File: src/rtl/if_fetch_stage.sv
// Instruction fetch stage: PC/nPC with delayed-control-transfer rules, IF/ID reg.
// Ports: Clk, R(sync low), Stall, PCMUX_Signal, targets, Annul, IMem in/out, IF/ID out.
module if_fetch_stage (
  input  logic        Clk,
  input  logic        R,
  input  logic        Stall,
  input  logic [1:0]  PCMUX_Signal,
  input  logic [31:0] Branch_Target_Address,
  input  logic [31:0] ALU_out,
  input  logic        Annul,
  input  logic [31:0] IMem_DataIn,
  output logic [31:0] IMem_Address,
  output logic [31:0] PC_Out,
  output logic [31:0] nPC_Out,
  output logic [31:0] IFID_Instr,
  output logic [31:0] IFID_PC,
  output logic        IFID_Valid,
  output logic        Misalign_Error,
  output logic [31:0] Fetch_Count
);

  typedef struct packed {
    logic [31:0] instr;
    logic [31:0] pc;
    logic        valid;
  } if_id_t;

  localparam logic [1:0] PCMUX_NORM = 2'b10;
  localparam logic [1:0] PCMUX_JMPL = 2'b11;

  logic [31:0] pc_q;
  logic [31:0] npc_q;
  logic [31:0] cnt_q;
  logic        mis_q;
  if_id_t      ifid_q;

  logic [31:0] tgt;
  logic [31:0] npc_d;
  logic        redir;
  logic        mis;
  if_id_t      ifid_d;

  always_comb begin
    tgt   = Branch_Target_Address;
    redir = 1'b1;
    unique case (1'b1)
      PCMUX_Signal == PCMUX_NORM: redir = 1'b0;
      PCMUX_Signal == PCMUX_JMPL: tgt = ALU_out;
      default: tgt = Branch_Target_Address;
    endcase
  end

  always_comb begin
    npc_d = npc_q + 32'd4;
    if (redir)
      npc_d = {tgt[31:2], 2'b00};
    mis = redir & (|tgt[1:0]);
  end

  // An annulled slot becomes a NOP bubble but keeps its PC.
  always_comb begin
    ifid_d.pc    = pc_q;
    ifid_d.valid = ~Annul;
    ifid_d.instr = Annul ? 32'h0 : IMem_DataIn;
  end

  always_ff @(posedge Clk) begin
    if (!R) begin
      pc_q   <= 32'h0;
      npc_q  <= 32'h4;
      cnt_q  <= 32'h0;
      mis_q  <= 1'b0;
      ifid_q <= '0;
    end else if (!Stall) begin
      pc_q   <= npc_q;
      npc_q  <= npc_d;
      mis_q  <= mis_q | mis;
      ifid_q <= ifid_d;
      if (!Annul)
        cnt_q <= cnt_q + 32'd1;
    end
  end

  assign IMem_Address   = pc_q;
  assign PC_Out         = pc_q;
  assign nPC_Out        = npc_q;
  assign IFID_Instr     = ifid_q.instr;
  assign IFID_PC        = ifid_q.pc;
  assign IFID_Valid     = ifid_q.valid;
  assign Misalign_Error = mis_q;
  assign Fetch_Count    = cnt_q;

endmodule

File: config.mk
export PLATFORM = sky130hd
export DESIGN_NAME = if_fetch_stage
export DESIGN_NICKNAME = d
export VERILOG_FILES = /design/src/rtl/if_fetch_stage.sv
export SDC_FILE = /design/constraint.sdc
export NUM_CORES = 1
export LEC_CHECK = 0
export ABC_AREA = 1
export BUFFER_PORTS_ARGS = -buffer_cell sky130_fd_sc_hd__buf_2
export CORE_MARGIN = 4
export CORE_UTILIZATION = 35
export DETAILED_ROUTE_END_ITERATION = 16
export HOLD_SLACK_MARGIN = 0.08
export PLACE_DENSITY_LB_ADDON = 0.05
export SLEW_MARGIN = 20
export SYNTH_ARGS = -nofsm -noshare
export SYNTH_HDL_FRONTEND = slang
export SYNTH_SLANG_ARGS = --single-unit
File: constraint.sdc
create_clock -name Clk -period 2.1 [get_ports Clk]
set_clock_uncertainty 0.05 [all_clocks]
set_input_delay 0 -clock Clk [delete_from_list [all_inputs] [get_ports Clk]]
set_output_delay 0 -clock Clk [all_outputs]
set_load 0.1 [all_outputs]
Word level (Yosys, flattened, before mapping)
Cells that the tools add are included.
Word-level totals
  register bits after elaboration: 162
  input port bits: 102
  output and inout port bits: 194
  word-level logic and storage cells: 21
Cells by class
  add/sub/neg operators: 2
  equal/unequal tests: 2
  mux-type cells: 4
  bitwise gates (word level): 4
  reduce and logical (&&, ||, !) cells: 2
Operator list (count)
  $mux W32: 3
  $add A32 B1 Y32 const B: 1
  $add A32 B3 Y32 const B: 1
  $eq A2 B2 Y1 const B: 2
  $not A1 Y1: 2
  $reduce_and A2 Y1: 1
  $reduce_or A2 Y1: 1
  $and A1 B1 Y1: 1
  $mux W1: 1
  $or A1 B1 Y1: 1

Depth between registers and ports, before layout
Gate-level depths: netlist (run 1).
  depth in word-level cells: 5
  mapped depth: 11
  gate-level depth less buffers: 10

Worst setup path before layout (run 1)
No wires, ideal clock.
  path type: register to register
  from: reg npc_q[2], in the netlist nPC_Out[2]
  to: reg npc_q[26], in the netlist nPC_Out[26]
  arrival time: 2140 ps
  data required time: 1926 ps
  slack: -215 ps
  cell stages (with the launch flop): 11
  path buffers: 0
  path through: dfxtp_1 ha_1 nand2_1 nor2_4 nand2_2 nor2_2 nand2_1 nand2_1 nand2_1 nand2_1 a21oi_1
Between the ends
  longest elaborated chain between the ends: 2
RTL lines
  start, declared: RTL line 32  | logic [31:0] npc_q;
  start signal, assigned: RTL line 76  | npc_q <= npc_d;
  $add A32 B3 Y32: RTL line 54  | npc_d = npc_q + 32'd4;
  $mux W32: RTL line 55  | if (redir)
Every way passes these cells.
A chain may end at the register's enable or synchronous reset.

Worst setup path after layout (run 1)
  from: reg npc_q[8], in the netlist nPC_Out[8]
  to: reg npc_q[11], in the netlist nPC_Out[11]
Same word-level chain as after synthesis.

==> impl_metrics.env, run 1 <==
export IMPL_outcome="complete, no violations"
export IMPL_synth_edf_count=0
export IMPL_synthAdderAreaFrac=0.00325
export IMPL_relSlewSlack=0.347
export IMPL_io_buffers=287
export IMPL_multi_input_area_um2=3670
export IMPL_path_buf_inv=1
export IMPL_viasPerCell=4.69
export IMPL_crit_type="flip-flop to flip-flop"
export IMPL_clkTransAtPathRegs_ps=70
export IMPL_synth_area_leader_cell="dfxtp_1"
export IMPL_cts_max_level=4
export IMPL_die_area_um2=24400
export IMPL_routedWlPerCell_um=15.2
export IMPL_max_slew_worst_pin_slew_ps=977
export IMPL_firstDrtPassIters=5
export IMPL_drcViolationCount=0
export IMPL_clock_fmax_mhz=512
export IMPL_synth_top_cells_by_area="dfxtp_1 (41%), nand2_1 (13%), nor2_1 (8.0%)"
export IMPL_post_cts_buffers=0
export IMPL_cts_root_buf="clkbuf_16"
export IMPL_grt_pass1_wl_um=40300
export IMPL_seq_area_frac_synth=0.406
export IMPL_synthDistinctLibCells=40
export IMPL_startpoint_type="flip-flop"
export IMPL_ys_seq_elements=156
export IMPL_synthXorXnorAreaFrac=0.0159
export IMPL_arrival_ps=2220
export IMPL_placed_area_um2=8920
export IMPL_io_pins=296
export IMPL_critPathMaxStageDelay_ps=560
export IMPL_chipWidth_um=156
export IMPL_postSynth_asyncResetShare=0
export IMPL_die_h_um=156
export IMPL_cellPowerDensity_nw_per_um2=843
export IMPL_synth_compound_area_frac=0.166
export IMPL_core_area_um2=21400
export IMPL_place_hpwl_um=17600
export IMPL_fin_crit_sh=0.931
export IMPL_hold_viol=0
export IMPL_ant_nets=0
export IMPL_crit_family="simple AND/OR/NAND/NOR gates"
export IMPL_tns_ps=0
export IMPL_syn_to_final_growth_pct=39.8
export IMPL_synthTopCellsByCount="nand2_1 (267), nor2_1 (164), dfxtp_1 (156)"
export IMPL_rows=53
export IMPL_cts_tree="yes"
export IMPL_grt_max_degree=117
export IMPL_antennaDiodeCount=0
export IMPL_antenna_found_initial=0
export IMPL_required_ps=2370
export IMPL_final_area_um2=10800
export IMPL_vias=7995
export IMPL_clk_insertion_delay_late_ps=430
export IMPL_utilization=0.504
export IMPL_rsz0062_at_grt="false"
export IMPL_clock_sinks=156
export IMPL_slowest_stage="dlygate4sd3_1"
export IMPL_grt_pass1_vias=7579
export IMPL_synth_top_family_by_area="simple AND/OR/NAND/NOR gates"
export IMPL_synth_top_cell_area_share=0.406
export IMPL_min_period_ps=1950
export IMPL_ys_flop_type="dfxtp_1"
export IMPL_drt_iter0_drc=459
export IMPL_cts_buffers=17
export IMPL_synthMuxAreaShare=0
export IMPL_holdCritPathClass="input port to flip-flop"
export IMPL_cellLeakagePower_uw=0.00483
export IMPL_final_max_slew_violation_count=0
export IMPL_syn_inst=1101
export IMPL_track_usage=0.203
export IMPL_wirelength_um=25800
export IMPL_final_nets=1520
export IMPL_cp_end_kind="flip-flop"
export IMPL_drive_above_1_share=0.278
export IMPL_n_fill_cell=2190
export IMPL_clockBufferDepth=2
export IMPL_path_max_fanout=6
export IMPL_grt_overflow_total=0
export IMPL_cap_violations=0
export IMPL_ir_drop_mv=0.526
export IMPL_synth_warnings=0
export IMPL_setup_violations=0
export IMPL_seqCellArea_um2=3160
export IMPL_place_gp_congestion=0.805
export IMPL_synth_area_um2=7700
export IMPL_cp_cell_sequence="nand2_1, nor2_4, nand2_4, nor2_4, nand2_1, nand3_1, a31oi_1, dlygate4sd3_1"
export IMPL_start_util=0.360
export IMPL_synth_most_common_cell="nand2_1"
export IMPL_synthSimpleGateAreaFrac=0.282
export IMPL_avgSynthCellArea_um2=6.99
[where the power goes]
group / internal, µW / total (µW) / switching [µW] / leakage, µW
Clock: 2050 / 3490 / 1430 / 0.000321
Sequential: 3110 / 3260 / 147 / 0.00129
Combinational: 494 / 2320 / 1830 / 0.00322
[what timing repair did]
item	CTS	global route
hold buffers	113	0
setup endpoints to repair	0	7
endpoints found under the hold margin	116	0
gates resized for setup	0	22
[through the flow]
stage	instances	setup slack (ps)	hold WS [ps]	total power (µW)
finish	1704	145	106	9070
floorplan	1108	14.4	93.6	5140
global placement	1559	463	200	5460
global route	1704	2.81	121	9430
CTS	1704	36.5	87.5	9150
detailed placement	1559	459	203	5470
[sequential cells by signal (all words and copies together), names as in the netlist]
register,count
IFID_Valid,1
nPC_Out,30
IFID_Instr,32
Fetch_Count,32
IMem_Address,30
Misalign_Error,1
IFID_PC,30
[area by class of cell]
cell class              instances  area share
clock buffers                  18      0.0399
clock inverters                14      0.0207
inverters                      63      0.0224
multi-input cells             768       0.341
flip-flops and latches        156       0.294
well taps                     275      0.0320
repair buffers                410       0.250
[routing by layer]
| metal | global-route usage | share of wire |
|---|---|---|
| met5 | 0 | 0 |
| met4 | 0.0442 | 0.0082 |
| met3 | 0.0589 | 0.077 |
| met2 | 0.340 | 0.47 |
| met1 | 0.262 | 0.44 |
[worst reg2reg max path, stage by stage, from the launching register on]
cell and delay, ps:
dfxtp_2 390, nand2_1 150, nor2_4 150, nand2_4 120
nor2_4 170, nand2_1 80, nand3_1 100, a31oi_1 80
dlygate4sd3_1 560
[layout by cell type, fill, tap and decap left out, types with 3 or more instances in the layout]
cell type,netlist,final
a21oi_1,95,95
a221oi_1,23,23
a41oi_1,4,3
buf_12,0,4
buf_2,10,286
buf_4,68,7
bufinv_16,0,4
clkbuf_16,0,17
clkinv_4,1,3
conb_1,1,8
dfxtp_1,156,129
dfxtp_2,0,26
dlygate4sd3_1,0,113
inv_1,61,60
inv_8,0,6
nand2_1,267,266
nand2_2,4,4
nand3_1,35,35
nand4_1,5,5
nor2_1,164,160
nor2_2,12,13
nor2_4,9,12
nor3_1,5,5
o21ai_0,99,99
o21ai_1,3,3
xnor2_1,3,3
xor2_1,11,11
[cell families (layout without fill, tap and decap cells)]
logic type / count (synthesis) / count (layout)
AO/OA/AOI/OAI: 232 / 232
XOR/XNOR: 14 / 14
adder cells (fa/ha/maj): 2 / 2
buffers and inverters: 184 / 505
flip-flops: 156 / 156
other: 1 / 8
AND/OR/NAND/NOR: 512 / 512
[final timing paths]
path | start | endpoint | slack [ps] | cells after the start
worst min register to register | IFID_Instr[2]$_SDFFE_PN0N_ | IFID_Instr[2]$_SDFFE_PN0N_ | 410 | 2
worst min-delay path | Stall | IFID_PC[29]$_SDFFE_PN0N_ | 110 | 4
worst max register to register | nPC_Out[8]$_SDFFE_PN0N_ | nPC_Out[11]$_SDFFE_PN0N_ | 150 | 8
worst max-delay path | nPC_Out[8]$_SDFFE_PN0N_ | nPC_Out[11]$_SDFFE_PN0N_ | 150 | 8
Power figures use the tool's default switching activity.
==> run 2, diff against run 1 <==
--- a/config.mk
+++ b/config.mk
@@ -12,6 +12,7 @@
 export DETAILED_ROUTE_END_ITERATION = 16
 export HOLD_SLACK_MARGIN = 0.08
 export PLACE_DENSITY_LB_ADDON = 0.05
+export RECOVER_POWER = 25
 export SLEW_MARGIN = 20
 export SYNTH_ARGS = -nofsm -noshare
 export SYNTH_HDL_FRONTEND = slang
==> run 2 against run 1 <==
  * First-iteration DRC count shrank 5.9%
  * Die area is the same
  * Clock-buffer cell count is the same
  * Setup slack lost 76 ps
  * Flip-flop and latch count is the same
  * Total power shrank 0.14%
  * Clock power is essentially flat
  * Register-to-register slack is essentially flat
  * Final area shrank 0.58%
  * Critical path depth shrank 1
  * Routed wire length shrank 0.21%
  * Sequential share of layout area grew 0.17 points
  * Largest cell class unchanged
==> impl_metrics.env, run 2 (synthesis results as in run 1) <==
export IMPL_holdPathStages=4
export IMPL_track_usage=0.203
export IMPL_max_slew_worst_pin_slew_ps=1200
export IMPL_rows=53
export IMPL_grt_pass1_vias=7579
export IMPL_place_gp_congestion=0.805
export IMPL_final_max_slew_violation_count=0
export IMPL_cellPowerDensity_nw_per_um2=846
export IMPL_holdPathEnd="IFID_PC[29]$_SDFFE_PN0N_"
export IMPL_cts_max_level=4
export IMPL_start_util=0.360
export IMPL_path_max_fanout=116
export IMPL_die_area_um2=24400
export IMPL_final_common_cell="nand2_1"
export IMPL_antennaDiodeCount=0
export IMPL_holdCritPathClass="input port to flip-flop"
export IMPL_die_h_um=156
export IMPL_grt_max_degree=117
export IMPL_cts_tree="yes"
export IMPL_io_buffers=287
export IMPL_ir_drop_mv=0.526
export IMPL_core_area_um2=21400
export IMPL_min_period_ps=2030
export IMPL_critPathLaunch="Stall"
export IMPL_viasPerCell=4.71
export IMPL_worstRegToRegCells=8
export IMPL_hold_viol=0
export IMPL_drt_iter0_drc=432
export IMPL_chipWidth_um=156
export IMPL_clock_fmax_mhz=492
export IMPL_final_nets=1520
export IMPL_clkTransAtPathRegs_ps=70
export IMPL_drive_above_1_share=0.258
export IMPL_outcome="complete, no violations"
export IMPL_tns_ps=0
export IMPL_rr_startpoint="nPC_Out[8]$_SDFFE_PN0N_"
export IMPL_final_cell_mix="nand2_1 (266), buf_2 (261), nor2_1 (162)"
export IMPL_required_ps=2370
export IMPL_ant_nets=0
export IMPL_rsz0062_at_grt="false"
export IMPL_firstDrtPassIters=5
export IMPL_post_cts_buffers=0
export IMPL_grt_overflow_total=0
export IMPL_cts_buffers=17
export IMPL_r2r_end="nPC_Out[11]$_SDFFE_PN0N_"
export IMPL_io_pins=296
export IMPL_arrival_ps=2300
export IMPL_grt_pass1_wl_um=40300
export IMPL_routedWlPerCell_um=15.1
export IMPL_clk_insertion_delay_late_ps=430
export IMPL_fin_crit_sh=0.967
export IMPL_r2r_slack_ps=140
export IMPL_vias=8019
export IMPL_cap_violations=0
export IMPL_cellLeakagePower_uw=0.00470
export IMPL_crit_type="input port to flip-flop"
export IMPL_clock_sinks=156
export IMPL_place_hpwl_um=17600
export IMPL_wirelength_um=25800
export IMPL_hp_start="Stall"
export IMPL_antenna_found_initial=0
export IMPL_utilization=0.501
export IMPL_startpoint_type="input port"
export IMPL_cts_root_buf="clkbuf_16"
export IMPL_setup_violations=0
export IMPL_clockBufferDepth=2
export IMPL_drcViolationCount=0
export IMPL_relSlewSlack=0.200
export IMPL_cp_end_kind="flip-flop"
export IMPL_syn_to_final_growth_pct=39.0
export IMPL_finalPower_uw=9050
==> run 2: cell count changes in the layout (fill, tap and decap cells not counted), sizes merged <==
cell | previous run | this run
buf | 297 | 271
clkinvlp | 0 | 1
clkinv | 3 | 2
clkbuf | 18 | 44
==> run 2: final cells by class <==
cell class	instances	area, µm²
Fill cell	2207	10700
Multi-Input combinational cell	768	3650
Sequential cell	156	3160
Timing Repair Buffer	410	2660
Clock buffer	18	429
Tap cell	275	344
Inverter	63	238
Clock inverter	14	223
==> run 2: where the power goes <==
group          internal, µW  leakage [µW]  total [µW]  switching [µW]
clock                  2050      0.000321        3480            1430
sequential             3110       0.00129        3260             148
combinational           485       0.00309        2310            1830
==> run 2: how the worst max path moves through the flow <==
stage | endpoint | cells past startpoint | slack (ps)
after floorplan | nPC_Out[21]$_SDFFE_PN0N_ | 9 | 10
after global placement | nPC_Out[22]$_SDFFE_PN0N_ | 9 | 460
after detailed placement | nPC_Out[26]$_SDFFE_PN0N_ | 10 | 460
after CTS | nPC_Out[23]$_SDFFE_PN0N_ | 10 | 40
after global routing | nPC_Out[29]$_SDFFE_PN0N_ | 9 | 3
final | nPC_Out[8]$_SDFFE_PN0N_ | 7 | 70
==> run 2: stage by stage <==
| stage | instances | hold WS, ps | area (µm²) | setup slack, ps |
|---|---|---|---|---|
| 2_1_floorplan | 1108 | 93.6 | 7740 | 14.4 |
| 3_3_place_gp | 1559 | 200 | 8920 | 463 |
| 3_5_place_dp | 1559 | 203 | 8920 | 459 |
| 4_1_cts | 1704 | 87.5 | 10700 | 36.5 |
| 5_1_grt | 1704 | 133 | 10700 | 2.81 |
| 6_report | 1704 | 117 | 10700 | 68.6 |
==> run 2: critical path: stages <==
cell	delay (ps)
clkbuf_1	150
dlygate4sd3_1	590
clkinvlp_2	250
buf_12	290
o21ai_0	280
a41oi_2	50
dlygate4sd3_1	580
==> run 2: repair_timing <==
item | in CTS | in global routing
setup endpoints to repair | 0 | 7
gates resized for setup | 0 | 22
endpoints found under the hold margin | 116 | 0
hold buffers | 113 | 0
==> run 2: routing by layer <==
layer | GRT usage | vias to the layer above | part of all wire
met5 | 0 | - | 0
met4 | 0.0442 | 0 | 0.0082
met3 | 0.0589 | 20 | 0.076
met2 | 0.340 | 231 | 0.47
li1 | - | 4153 | -
met1 | 0.262 | 3615 | 0.45
==> run 3, diff against run 2 <==
--- a/config.mk
+++ b/config.mk
@@ -10,6 +10,7 @@
 export CORE_MARGIN = 4
 export CORE_UTILIZATION = 35
 export DETAILED_ROUTE_END_ITERATION = 16
+export GPL_ROUTABILITY_DRIVEN = 0
 export HOLD_SLACK_MARGIN = 0.08
 export PLACE_DENSITY_LB_ADDON = 0.05
 export RECOVER_POWER = 25
==> constraint.sdc (replaced) <==
create_clock -name Clk -period 1.9 [get_ports Clk]
set_clock_uncertainty 0.05 [all_clocks]
set_input_delay 0 -clock Clk [delete_from_list [all_inputs] [get_ports Clk]]
set_output_delay 0 -clock Clk [all_outputs]
set_load 0.1 [all_outputs]
==> run 3 against run 2 <==
  * Non-clock buffer count fell by 2
  * Global-route usage rose by 0.36 points
  * Sequential share of layout area rose by 0.29 points
  * Final cell count fell by 0.12%
  * First-iteration DRC count fell by 14%
  * Register-to-register slack got worse by 20 ps
  * Flip-flop and latch count did not move
  * Clock power rose by 5.7%
  * Total power rose by 8.7%
  * Die area did not move
  * Critical path depth rose by 1
  * Critical path type is now flip-flop to flip-flop
==> impl_metrics.env, run 3 (synthesis results as in run 1) <==
export IMPL_clockBufferDepth=2
export IMPL_cts_max_level=4
export IMPL_grt_pass1_vias=7640
export IMPL_antenna_found_initial=0
export IMPL_seqCellArea_um2=3190
export IMPL_drcViolationCount=0
export IMPL_max_slew_worst_pin_slew_ps=1190
export IMPL_top_layer="met4"
export IMPL_grt_overflow_total=0
export IMPL_grt_pass1_wl_um=41000
export IMPL_die_area_um2=24400
export IMPL_setup_violations=0
export IMPL_track_usage=0.207
export IMPL_tns_ps=0
export IMPL_min_period_ps=1780
export IMPL_rsz0062_at_grt="false"
export IMPL_io_pins=296
export IMPL_n_fill_cell=2144
export IMPL_place_inst=1565
export IMPL_firstDrtPassIters=5
export IMPL_start_util=0.360
export IMPL_final_cell_mix="nand2_1 (265), buf_2 (263), nor2_1 (164)"
export IMPL_rows=53
export IMPL_cellPowerDensity_nw_per_um2=921
export IMPL_dr_wl_met2_um=12400
export IMPL_relSlewSlack=0.206
export IMPL_required_ps=2160
export IMPL_core_area_um2=21400
export IMPL_layoutNonFillerInstCount=1702
export IMPL_placed_area_um2=9000
export IMPL_cts_tree="yes"
export IMPL_drt_iter0_drc=372
export IMPL_clk_insertion_delay_late_ps=420
export IMPL_syn_to_final_growth_pct=38.9
export IMPL_io_buffers=287
export IMPL_ant_nets=0
export IMPL_vias=8040
export IMPL_viasPerCell=4.72
export IMPL_final_max_slew_violation_count=0
export IMPL_chipWidth_um=156
export IMPL_dpl_worst_slack_ps=298
export IMPL_routedWlPerCell_um=15.5
export IMPL_final_common_cell="nand2_1"
export IMPL_final_nets=1518
export IMPL_ir_drop_mv=0.599
export IMPL_final_area_um2=10700
export IMPL_cellLeakagePower_uw=0.00478
export IMPL_die_h_um=156
export IMPL_clock_fmax_mhz=562
export IMPL_hold_viol=0
export IMPL_fin_ws_ps=121
export IMPL_path_max_fanout=6
export IMPL_crit_type="flip-flop to flip-flop"
export IMPL_arrival_ps=2030
export IMPL_fin_crit_sh=0.936
export IMPL_drive_above_1_share=0.295
export IMPL_clock_sinks=156
export IMPL_antennaDiodeCount=0
export IMPL_cts_buffers=17
export IMPL_wl_met1_um=11900
export IMPL_wl_met3_um=1660
export IMPL_multi_input_area_um2=3650
export IMPL_holdCritPathClass="input port to flip-flop"
export IMPL_place_hpwl_um=17900
export IMPL_cts_root_buf="clkbuf_16"
export IMPL_wirelength_um=26300
export IMPL_outcome="complete, no violations"
export IMPL_startpoint_type="flip-flop"
export IMPL_cap_violations=0
export IMPL_cp_end_kind="flip-flop"
export IMPL_clkTransAtPathRegs_ps=70
export IMPL_grt_max_degree=117
-- run 3: cell count changes in the layout (fill, tap and decap cells not counted), moves of 3 or more --
cell / change
clkbuf_1: -25
clkbuf_2: +24
inv_6: +3
dfxtp_1: -21
dlygate4sd3_1: -10
dfxtp_2: +20
nor2_2: -3
buf_4: +6
-- run 3: final cells by class --
cell class              count  share of cell area
inverters                  63              0.0226
flip-flops and latches    156               0.298
clock inverters            15              0.0187
repair buffers            408               0.247
multi-input cells         768               0.341
clock buffers              17              0.0398
well taps                 275              0.0322
-- run 3: timing repair --
action | 4_1_cts | 5_1_grt
endpoints found under the hold margin | 108 | 0
buffers inserted | 0 | 1
hold buffers | 105 | 0
endpoints found under the setup margin | 0 | 6
resized for setup | 0 | 8
-- run 3: worst max-delay path, cell delays in order (launching register included) --
cell           delay, ps
dfxtp_4              360
nand2_1              110
nor2_4                70
nand2_2               90
inv_1                 50
or2_2                260
nand3_1               70
a21oi_1               50
dlygate4sd3_1        560
-- run 3: per-layer routing --
metal,vias up,GRT usage
li1,4127,-
met1,3667,0.271
met2,230,0.346
met3,16,0.0489
met4,0,0.0500
met5,-,0
-- run 3: worst paths after layout --
check	start	endpoint	slack, ps	cells after the start
hold reg to reg	IFID_Instr[7]$_SDFFE_PN0N_	IFID_Instr[7]$_SDFFE_PN0N_	410	2
setup reg to reg	nPC_Out[2]$_SDFFE_PN1N_	nPC_Out[7]$_SDFFE_PN0N_	120	8
hold / removal	Stall	IFID_PC[30]$_SDFFE_PN0N_	90	4
setup / recovery	nPC_Out[2]$_SDFFE_PN1N_	nPC_Out[7]$_SDFFE_PN0N_	120	8
-- run 3: through the flow --
step            util  power (µW)  hold WS [ps]
2_1_floorplan      -        5680          93.6
3_3_place_gp   0.422        6050           200
3_5_place_dp   0.422        6050           204
4_1_cts        0.500        9930          83.6
5_1_grt        0.501       10200           106
6_report       0.501        9840          88.9
-- run 3: report_power, final --
group / internal [µW] / switching [µW]
clock: 2130 / 1550
combinational: 535 / 2030
sequential: 3440 / 162
total: 6100 / 3740
